<file path="config.mk">
export PLATFORM = sky130hd
export DESIGN_NAME = csa_accumulator
export DESIGN_NICKNAME = d
export VERILOG_FILES = /design/src/rtl/csa_accumulator.sv
export SDC_FILE = /design/constraint.sdc
export NUM_CORES = 1
export LEC_CHECK = 0
export CAP_MARGIN = 20
export CORE_MARGIN = 1
export CORE_UTILIZATION = 45
export DETAILED_ROUTE_END_ITERATION = 16
export PLACE_DENSITY = 0.7
export SLEW_MARGIN = 20
export SYNTH_ARGS = -nofsm -noshare
export SYNTH_HDL_FRONTEND = slang
export SYNTH_SLANG_ARGS = --single-unit
</file>
<file path="constraint.sdc">
create_clock -name clk_i -period 1.5 [get_ports clk_i]
set_input_delay 0.225 -clock clk_i [delete_from_list [all_inputs] [get_ports clk_i]]
set_output_delay 0.225 -clock clk_i [all_outputs]
set_load 0.05 [all_outputs]
</file>
<file path="src/rtl/csa_accumulator.sv">
// Carry-save multi-operand accumulator. It keeps a redundant sum/carry pair while operands
// stream in, ripples the pair down to a binary result after the last operand, and then
// presents that result on a valid/ready port.
module csa_accumulator #(
  parameter int unsigned W     = 4,
  parameter int unsigned ACC_W = 8,
  parameter int unsigned CNT_W = 8
) (
  input  logic             clk_i,
  input  logic             rst_ni,
  input  logic             in_valid_i,
  output logic             in_ready_o,
  input  logic [W-1:0]     in_data_i,
  input  logic             in_last_i,
  output logic             out_valid_o,
  input  logic             out_ready_i,
  output logic [ACC_W-1:0] out_sum_o,
  output logic             out_ovf_o,
  output logic [CNT_W-1:0] out_count_o
);

  localparam logic [1:0] StAccum   = 2'd0;
  localparam logic [1:0] StResolve = 2'd1;
  localparam logic [1:0] StOutput  = 2'd2;

  logic [1:0]       state_q, state_d;
  logic [ACC_W-1:0] s_q, s_d;
  logic [ACC_W-1:0] c_q, c_d;
  logic             ovf_q, ovf_d;
  logic [CNT_W-1:0] cnt_q, cnt_d;

  logic [ACC_W-1:0] x;
  logic [ACC_W-1:0] maj_acc;
  logic [ACC_W-1:0] gen_res;
  logic             accept;

  assign x       = {{(ACC_W - W){1'b0}}, in_data_i};
  // Per-bit carry of the 3:2 compressor used while accumulating.
  assign maj_acc = (s_q & c_q) | (s_q & x) | (c_q & x);
  // Per-bit carry of the 2:2 half-adder step used while resolving.
  assign gen_res = s_q & c_q;

  assign in_ready_o  = (state_q == StAccum);
  assign out_valid_o = (state_q == StOutput);
  assign accept      = in_valid_i & in_ready_o;

  // Outputs are gated to zero unless a result is being presented.
  always_comb begin
    out_sum_o   = '0;
    out_ovf_o   = 1'b0;
    out_count_o = '0;
    if (out_valid_o) begin
      out_sum_o   = s_q;
      out_ovf_o   = ovf_q;
      out_count_o = cnt_q;
    end
  end

  // Next-state: accumulate, resolve the redundant pair, then hold the result.
  always_comb begin
    state_d = state_q;
    s_d     = s_q;
    c_d     = c_q;
    ovf_d   = ovf_q;
    cnt_d   = cnt_q;
    unique case (state_q)
      StAccum: begin
        if (accept) begin
          s_d   = s_q ^ c_q ^ x;
          c_d   = maj_acc << 1;
          // A carry out of the top bit weighs 2^ACC_W and is lost from the pair.
          ovf_d = ovf_q | maj_acc[ACC_W-1];
          cnt_d = (cnt_q == {CNT_W{1'b1}}) ? cnt_q : cnt_q + 1'b1;
          if (in_last_i) begin
            state_d = StResolve;
          end
        end
      end
      StResolve: begin
        if (c_q == '0) begin
          state_d = StOutput;
        end else begin
          s_d   = s_q ^ c_q;
          c_d   = gen_res << 1;
          ovf_d = ovf_q | gen_res[ACC_W-1];
        end
      end
      StOutput: begin
        if (out_ready_i) begin
          state_d = StAccum;
          s_d     = '0;
          c_d     = '0;
          ovf_d   = 1'b0;
          cnt_d   = '0;
        end
      end
      default: begin
        state_d = StAccum;
        s_d     = '0;
        c_d     = '0;
        ovf_d   = 1'b0;
        cnt_d   = '0;
      end
    endcase
  end

  // State registers with synchronous active-low reset.
  always_ff @(posedge clk_i) begin
    if (!rst_ni) begin
      state_q <= StAccum;
      s_q     <= '0;
      c_q     <= '0;
      ovf_q   <= 1'b0;
      cnt_q   <= '0;
    end else begin
      state_q <= state_d;
      s_q     <= s_d;
      c_q     <= c_d;
      ovf_q   <= ovf_d;
      cnt_q   <= cnt_d;
    end
  end

endmodule

</file>
# --- Word-level counts from Yosys, hierarchy flattened ---
# Index checks and enable logic that the tools add are counted.
word_totals:
  reg_bits: 27
  output_inout_bits: 19
  elab_cells: 53
op_classes:
  addsub: 1
  eq_ne: 9
  n_mux: 22
  bitwise_logic: 11
  n_reduce_logical: 5
ops:
  columns: ["op", "count"]
  rows:
  - ["8-bit two-way mux", 9]
  - ["8-bit case mux with 3 select lines", 3]
  - ["8-bit by 4-bit bitwise AND with 8-bit output", 2]
  - ["8-bit OR", 2]
  - ["8-bit by 1-bit adder with 8-bit output, second input constant", 1]
  - ["8-bit bitwise AND", 1]
  - ["8-bit equality test, second input constant", 1]
  - ["8-bit logical NOT", 1]
  - ["2-bit two-way mux", 4]
  - ["4-bit AND reduction", 2]
  - ["8-bit by 4-bit bitwise XOR with 8-bit output", 1]
  - ["8-bit bitwise XOR", 1]
  - ["2-bit by 1-bit inequality test with 1-bit output, second input constant", 3]
  - ["2-bit inequality test, second input constant", 3]
  - ["2-bit case mux with 3 select lines", 1]
  - ["1-bit two-way mux", 4]
  - ["1-bit case mux with 3 select lines", 1]
  - ["3-bit AND reduction", 1]
  - ["2-bit by 1-bit equality test with 1-bit output, second input constant", 1]
  - ["2-bit equality test, second input constant", 1]
  - ["2-bit logical NOT", 1]
  - ["1-bit OR", 2]
  - ["1-bit bitwise AND", 1]
  - ["1-bit inverter", 1]

# --- Longest topological paths before layout ---
# Gate-level depths: netlist (run 1).
logic_depth:
  word_depth: 6
  mapped_depth: 6

# --- Worst setup path after synthesis (run 1) ---
# OpenSTA, ideal clock, no wires.
synth_path:
  kind: "flip-flop to output port"
  from: "register state_q[0]"
  to: "output out_count_o[0]"
  arrival_time_ns: 1.588
  required_ns: 1.275
  setup_slack_ns: -0.313
  stages_incl_launch_ff: 5
  n_path_buf: 2
  path_cell_list: "dfxtp_1 -> buf_2 -> nor2b_1 -> buf_2 -> and2_1"
synth_via:
  elab_chain_len: 2
synth_rtl:
  columns: ["element", "line_no", "source"]
  rows:
  - ["start, declared", "26", "logic [1:0] state_q, state_d;"]
  - ["start signal, assigned", "110", "state_q <= StAccum;"]
  - ["start signal, assigned", "116", "state_q <= state_d;"]
  - ["2-bit equality test", "44", "assign out_valid_o = (state_q == StOutput);"]
  - ["via out_valid_o", "15", "output logic out_valid_o,"]
  - ["8-bit two-way mux", "52", "if (out_valid_o) begin"]
  - ["end, declared", "19", "output logic [CNT_W-1:0] out_count_o"]
# The timed path passes the listed nets, and every way through them passes these cells.

# --- Worst setup path in the final report (run 1) ---
layout_path:
  from: "register state_q[1]"
  to: "output out_sum_o[1]"
layout_via:
  elab_chain_len: 2
layout_rtl:
  columns: ["element", "line_no", "source"]
  rows:
  - ["2-bit equality test", "44", null]
  - ["8-bit two-way mux", "52", null]
  - ["end, declared", "17", "output logic [ACC_W-1:0] out_sum_o,"]
# Every way passes these cells.

==> impl_metrics.ini, run 1 <==
[pwr]
power.density_mw_per_mm2 = 667
power.sequential.fraction_pct = 45.1
p_sw_mw = 0.469
clock_power_share_pct = 30.1
p_int_mw = 1.19
combinationalPowerShare_pct = 24.8
sw_frac_of_total_pct = 28.3
vdd_drop_max_mv = 0.367
power.leakage_nw = 0.989

[sta]
max_slew_margin_pct = 73.8
rsz0062_at_grt = true
tightest_slew_ps = 390
finalCritPeriodShare_pct = 104
hold_viol_final = 0
finalMaxSlewViolations = 0
setup_viol_count_final = 17
finClkSkew_ps = 2.09
whs_ps = 487
post-route-min-period_ps = 1560
setup_ws_ps = -63.4
max_freq_mhz = 640
tns_ps = -891

[setup_path]
critPathRequiredTime_ps = 1270
crit_buf_inv = 2
worstPathArrival_ps = 1340
crit_path_cell_trace = nor2b_4 > buf_6 > and2_4 > buf_12
critical-path-top-delay-family = flip-flops
slowest_stage = dfxtp_4
end_kind = primary output
critPathMaxStageDelay_ps = 390
critPathKind = register to primary output
path_max_fanout = 7
critPathLaunchType = register

[finish]
diodes = 0
fill_cells = 234
multiInputGateArea_sq_mm = 0.00111
fin_nets = 254
postLayoutCellArea_sq_mm = 0.00248
layout.cells.non_filler = 278
drive_gt1_share_pct = 40.1
syn2layout_area_growth_pct = 54.0
ff_latch_area_sq_um = 528

[place]
gp_congestion = 0.823
dp.cells = 263
dp_slack_ps = -182
port_buffers = 27
dp_hpwl_um = 2900
placed_area_sq_mm = 0.00224

[clocking]
htreeDepth = 1
cts.sinks = 26
clk_latency_ps = 330
clock_tree.root_cell = clkbuf_4
clockBufferDepth = 2
cts_tree = done
clkTransAtPathRegs_ps = 150
cts_buffers = 3

[detailed_routing]
vias = 1580
dr.pass1.iters = 4
avgRoutedWirePerCell_um = 15.9
wl_um = 4420
ant_nets = 0
drc = 0
viasPerCell = 5.68
first_iter_violations = 93

[logic_synthesis]
synth_xor_area_share_pct = 0
synth.distinct_cells = 44
seq_area_frac_synth_pct = 32.3
synth_compound_gate_area_share_pct = 17.5
synth_top_area_share_pct = 32.3
synthAdderAreaFrac_pct = 10.7
synthTopCellsByArea = dfxtp_1, and2_1, ha_1
synth_area_leader_cell = dfxtp_1
synth.cell_area_sq_mm = 0.00161
synth_simple_gate_area_share_pct = 29.3
ys_ff_latch = 26
muxShareOfSynthArea_pct = 4.81
syn_nets = 202
synth_warnings = 0
synth_top_family_by_area = simple AND/OR/NAND/NOR gates
synth_cells = 181
syn_avg_cell_area_sq_um = 8.90

[die]
die_area_sq_mm = 0.00382
die_h_um = 61.8
start_util_pct = 47.5
rows = 21
core_sq_mm = 0.00339
die_x_um = 61.8
ios = 28

[status]
violations = setup timing
outcome = finished with violations

[flow_run]
maxCapViolCount = 0

[grt]
grt_max_degree = 20
grt_pass1_wl_um = 6360
grt_pass1_vias = 1425
grt-ovfl-total = 0
track_usage_pct = 22.5
antenna_found_initial = 0

[min_path]
hp-class = register to register
==> cells by family after synthesis <==
family                     Yosys count
and+or+nand+nor                     79
AOI/OAI and AO/OA                   42
DFF                                 26
buffers and inverters               15
adders and majority gates           12
muxes                                7
==> worst reg2reg max path: stages (launching register included) <==
cell	delay, ps
dfxtp_1	390
nor4_4	440
a32oi_4	200
buf_6	180
a21oi_1	150
nor2_1	50
==> timing repair <==
action                                  in CTS  in global routing
endpoints found under the setup margin      19                 39
buffers inserted                             2                  7
pin swaps                                    6                  4
cloned                                       0                  2
hold buffers                                 0                  0
gates resized for setup                     17                 14
endpoints found under the hold margin        0                  0
==> power by group through the flow <==
stage          Clock, mW  Combinational, mW  Sequential, mW
6_report           0.498              0.410           0.747
5_1_grt            0.533              0.440           0.751
4_1_cts            0.504              0.358           0.746
3_5_place_dp           0              0.343           0.760
3_3_place_gp           0              0.325           0.758
2_1_floorplan          0              0.216           0.757
==> worst paths after layout <==
| check | slack [ps] | from | to | cells after the start |
|---|---|---|---|---|
| setup / recovery | -60 | state_q[1]$_SDFFE_PN0P_ | out_sum_o[1] | 4 |
| hold / removal | 490 | s_q[6]$_SDFFE_PN0P_ | s_q[6]$_SDFFE_PN0P_ | 2 |
| setup reg to reg | 10 | c_q[7]$_SDFFE_PN0P_ | ovf_q$_SDFFE_PN0P_ | 5 |
| hold reg to reg | 490 | s_q[6]$_SDFFE_PN0P_ | s_q[6]$_SDFFE_PN0P_ | 2 |
==> per-stage QoR <==
| step | power (mW) | utilization [%] |
|---|---|---|
| CTS | 1.61 | 69.4 |
| detailed placement | 1.10 | 66.0 |
| finish | 1.66 | 73.2 |
| global route | 1.72 | 73.2 |
| floorplan | 0.973 | - |
| global placement | 1.08 | 66.0 |
==> area by class of cell <==
| cell class | count | area share (%) |
|---|---|---|
| multi-input combinational | 140 | 44.9 |
| timing repair buffer | 58 | 28.5 |
| sequential | 26 | 21.3 |
| tap | 46 | 2.32 |
| clock inverter | 1 | 1.21 |
| clock buffer | 3 | 0.908 |
| inverter | 4 | 0.908 |
==> per-layer routing <==
layer	vias to the layer above	global-route usage (%)	share of wire [%]
met5	-	0	0
met4	0	7.94	1.5
met3	8	2.28	3.9
met2	55	42.1	53
met1	757	26.5	41
li1	760	-	-
==> synth_stat cells, drive strengths merged <==
library cell,instances
nor2,5
nor3b,3
a32oi,1
nand3b,2
a21boi,1
clkbuf,4
o22ai,2
nor4,1
buf,7
nand4b,7
nand2b,1
a21oi,5
fa,3
and2,18
mux2i,1
mux2,6
inv,4
nor3,2
dfxtp,26
nand2,19
nor2b,7
and4,1
o311ai,2
nand4,2
and3,2
nand3,8
a41oi,1
o21ai,20
o2111ai,3
a31oi,2
ha,9
o31ai,2
or2,1
o211ai,1
a22oi,2
==> registers in the layout, indices dropped and copies added, names as in the netlist <==
| signal | count |
|---|---|
| c_q | 7 |
| ovf_q | 1 |
| s_q | 8 |
| cnt_q | 8 |
| state_q | 2 |
==> cells in the final DEF, fill, tap and decap left out, types with 3 or more instances in the layout <==
master           instances
dfxtp_1                 24
buf_4                   24
nand2_1                 19
buf_12                  19
and2_4                  17
o21ai_1                 17
ha_1                     8
clkdlybuf4s50_1          8
nand3_1                  7
nand4b_1                 7
mux2_2                   6
a21oi_1                  5
nor2_1                   5
nor2b_1                  5
buf_6                    5
inv_1                    3
o21ai_0                  3
fa_1                     3
clkbuf_4                 3
(Power assumes the default switching activity.)
==> run 2, diff against run 1 <==
Settings changed: CORE_MARGIN 1 to 5, CORE_UTILIZATION 45 to 52, PLACE_DENSITY 0.7 to 0.79.
==> impl_metrics.ini, run 2 (synthesis gave the netlist of run 1 again) <==
[finish]
syn2layout_area_growth_pct = 46.5
diodes = 0
layout_commonest_cell = dfxtp_1
drive_gt1_share_pct = 37.4
fill_cells = 198
largestRegisters = cnt_q (8), s_q (8), c_q (7)
multiInputGateArea_sq_mm = 0.00110
fin_nets = 241
ff_latch_area_sq_um = 529
layout_common_cells = dfxtp_1, buf_12, nand2_1, and2_4, o21ai_1

[detailed_routing]
viasPerCell = 5.96
ant_nets = 0
vias = 1502
dr.pass1.iters = 4
drc = 0
first_iter_violations = 130
avgRoutedWirePerCell_um = 16.6
wl_um = 4180

[clocking]
clockBufferDepth = 2
clk_latency_ps = 340
cts_tree = done
htreeDepth = 1
cts.sinks = 26
cts_buffers = 3
clkTransAtPathRegs_ps = 160
clock_tree.root_cell = clkbuf_4

[sta]
finalMaxSlewViolations = 0
finClkSkew_ps = 7.87
max_slew_margin_pct = 74.4
setup_viol_count_final = 18
tightest_slew_ps = 382
whs_ps = 489
post-route-min-period_ps = 1570
hold_viol_final = 0
max_freq_mhz = 637
setup_ws_ps = -70.2
rsz0062_at_grt = true
finalCritPeriodShare_pct = 105

[die]
die_h_um = 65.7
ios = 28
die_area_sq_mm = 0.00431
die_x_um = 65.7
start_util_pct = 53.7
core_sq_mm = 0.00300
rows = 20

[status]
outcome = finished with violations
violations = setup timing

[grt]
track_usage_pct = 20.3
grt_pass1_vias = 1427
antenna_found_initial = 0
grt-ovfl-total = 0
grt_pass1_wl_um = 6900
grt_max_degree = 20

[setup_path]
critPathRequiredTime_ps = 1270
end_kind = primary output
worstPathArrival_ps = 1350
critPathLaunchType = register
reg2reg_slack_ps = 70
critPathKind = register to primary output
path_max_fanout = 18

[pwr]
power.density_mw_per_mm2 = 684
vdd_drop_max_mv = 0.443
power_mw = 1.62
power.leakage_nw = 0.931

[place]
gp_congestion = 0.856
port_buffers = 27
dp_hpwl_um = 3040

[min_path]
hp-class = register to register

[flow_run]
maxCapViolCount = 0
-- run 2: changes by cell type in the layout (fill, tap and decap cells not counted), sizes merged --
cell and change:
buf -13
-- run 2: final cells by class --
class | instances | area share (%)
clock buffers | 3 | 0.954
inverters | 4 | 0.954
clock inverters | 1 | 1.27
multi-input cells | 140 | 46.6
well taps | 33 | 1.75
repair buffers | 45 | 26.1
flip-flops and latches | 26 | 22.4
-- run 2: worst paths after layout --
path,startpoint,end,depth (start not counted)
max,state_q[1]$_SDFFE_PN0P_,out_sum_o[2],4
min,s_q[6]$_SDFFE_PN0P_,s_q[6]$_SDFFE_PN0P_,2
max reg2reg,c_q[7]$_SDFFE_PN0P_,ovf_q$_SDFFE_PN0P_,5
min reg2reg,s_q[6]$_SDFFE_PN0P_,s_q[6]$_SDFFE_PN0P_,2
-- run 2: routing by layer --
layer	vias up	GRT usage [%]	wire, um
met3	8	2.91	133
met5	-	0	0
met2	35	35.2	2190
met4	0	5.70	62
met1	731	26.0	1790
li1	728	-	-
-- run 2: critical path: stages (launching register included) --
cell and delay [ps]:
dfxtp_4 400, nor2b_4 160, buf_12 160, and2_4 170
buf_12 130
-- run 2: power breakdown --
part | internal (mW) | switching (mW)
Clock | 0.270 | 0.234
Combinational | 0.173 | 0.191
Sequential | 0.717 | 0.0309
Total | 1.16 | 0.456
-- run 2: what timing repair did --
item	CTS	global route
hold buffers	0	0
gates resized for setup	15	11
endpoints found under the setup margin	21	35
pin swaps	3	4
setup buffers	0	2
-- run 2: metrics by stage --
step | worst slack, ps | utilization [%] | cells | instance area, sq um | setup TNS [ps]
2_1_floorplan | 1.53 | - | 181 | 1640 | 0
3_3_place_gp | -131 | 73.4 | 246 | 2200 | -1960
3_5_place_dp | -196 | 73.4 | 246 | 2200 | -2660
4_1_cts | -68.3 | 76.5 | 250 | 2300 | -1120
5_1_grt | -143 | 78.6 | 252 | 2360 | -2440
6_report | -70.2 | 78.6 | 252 | 2360 | -1050
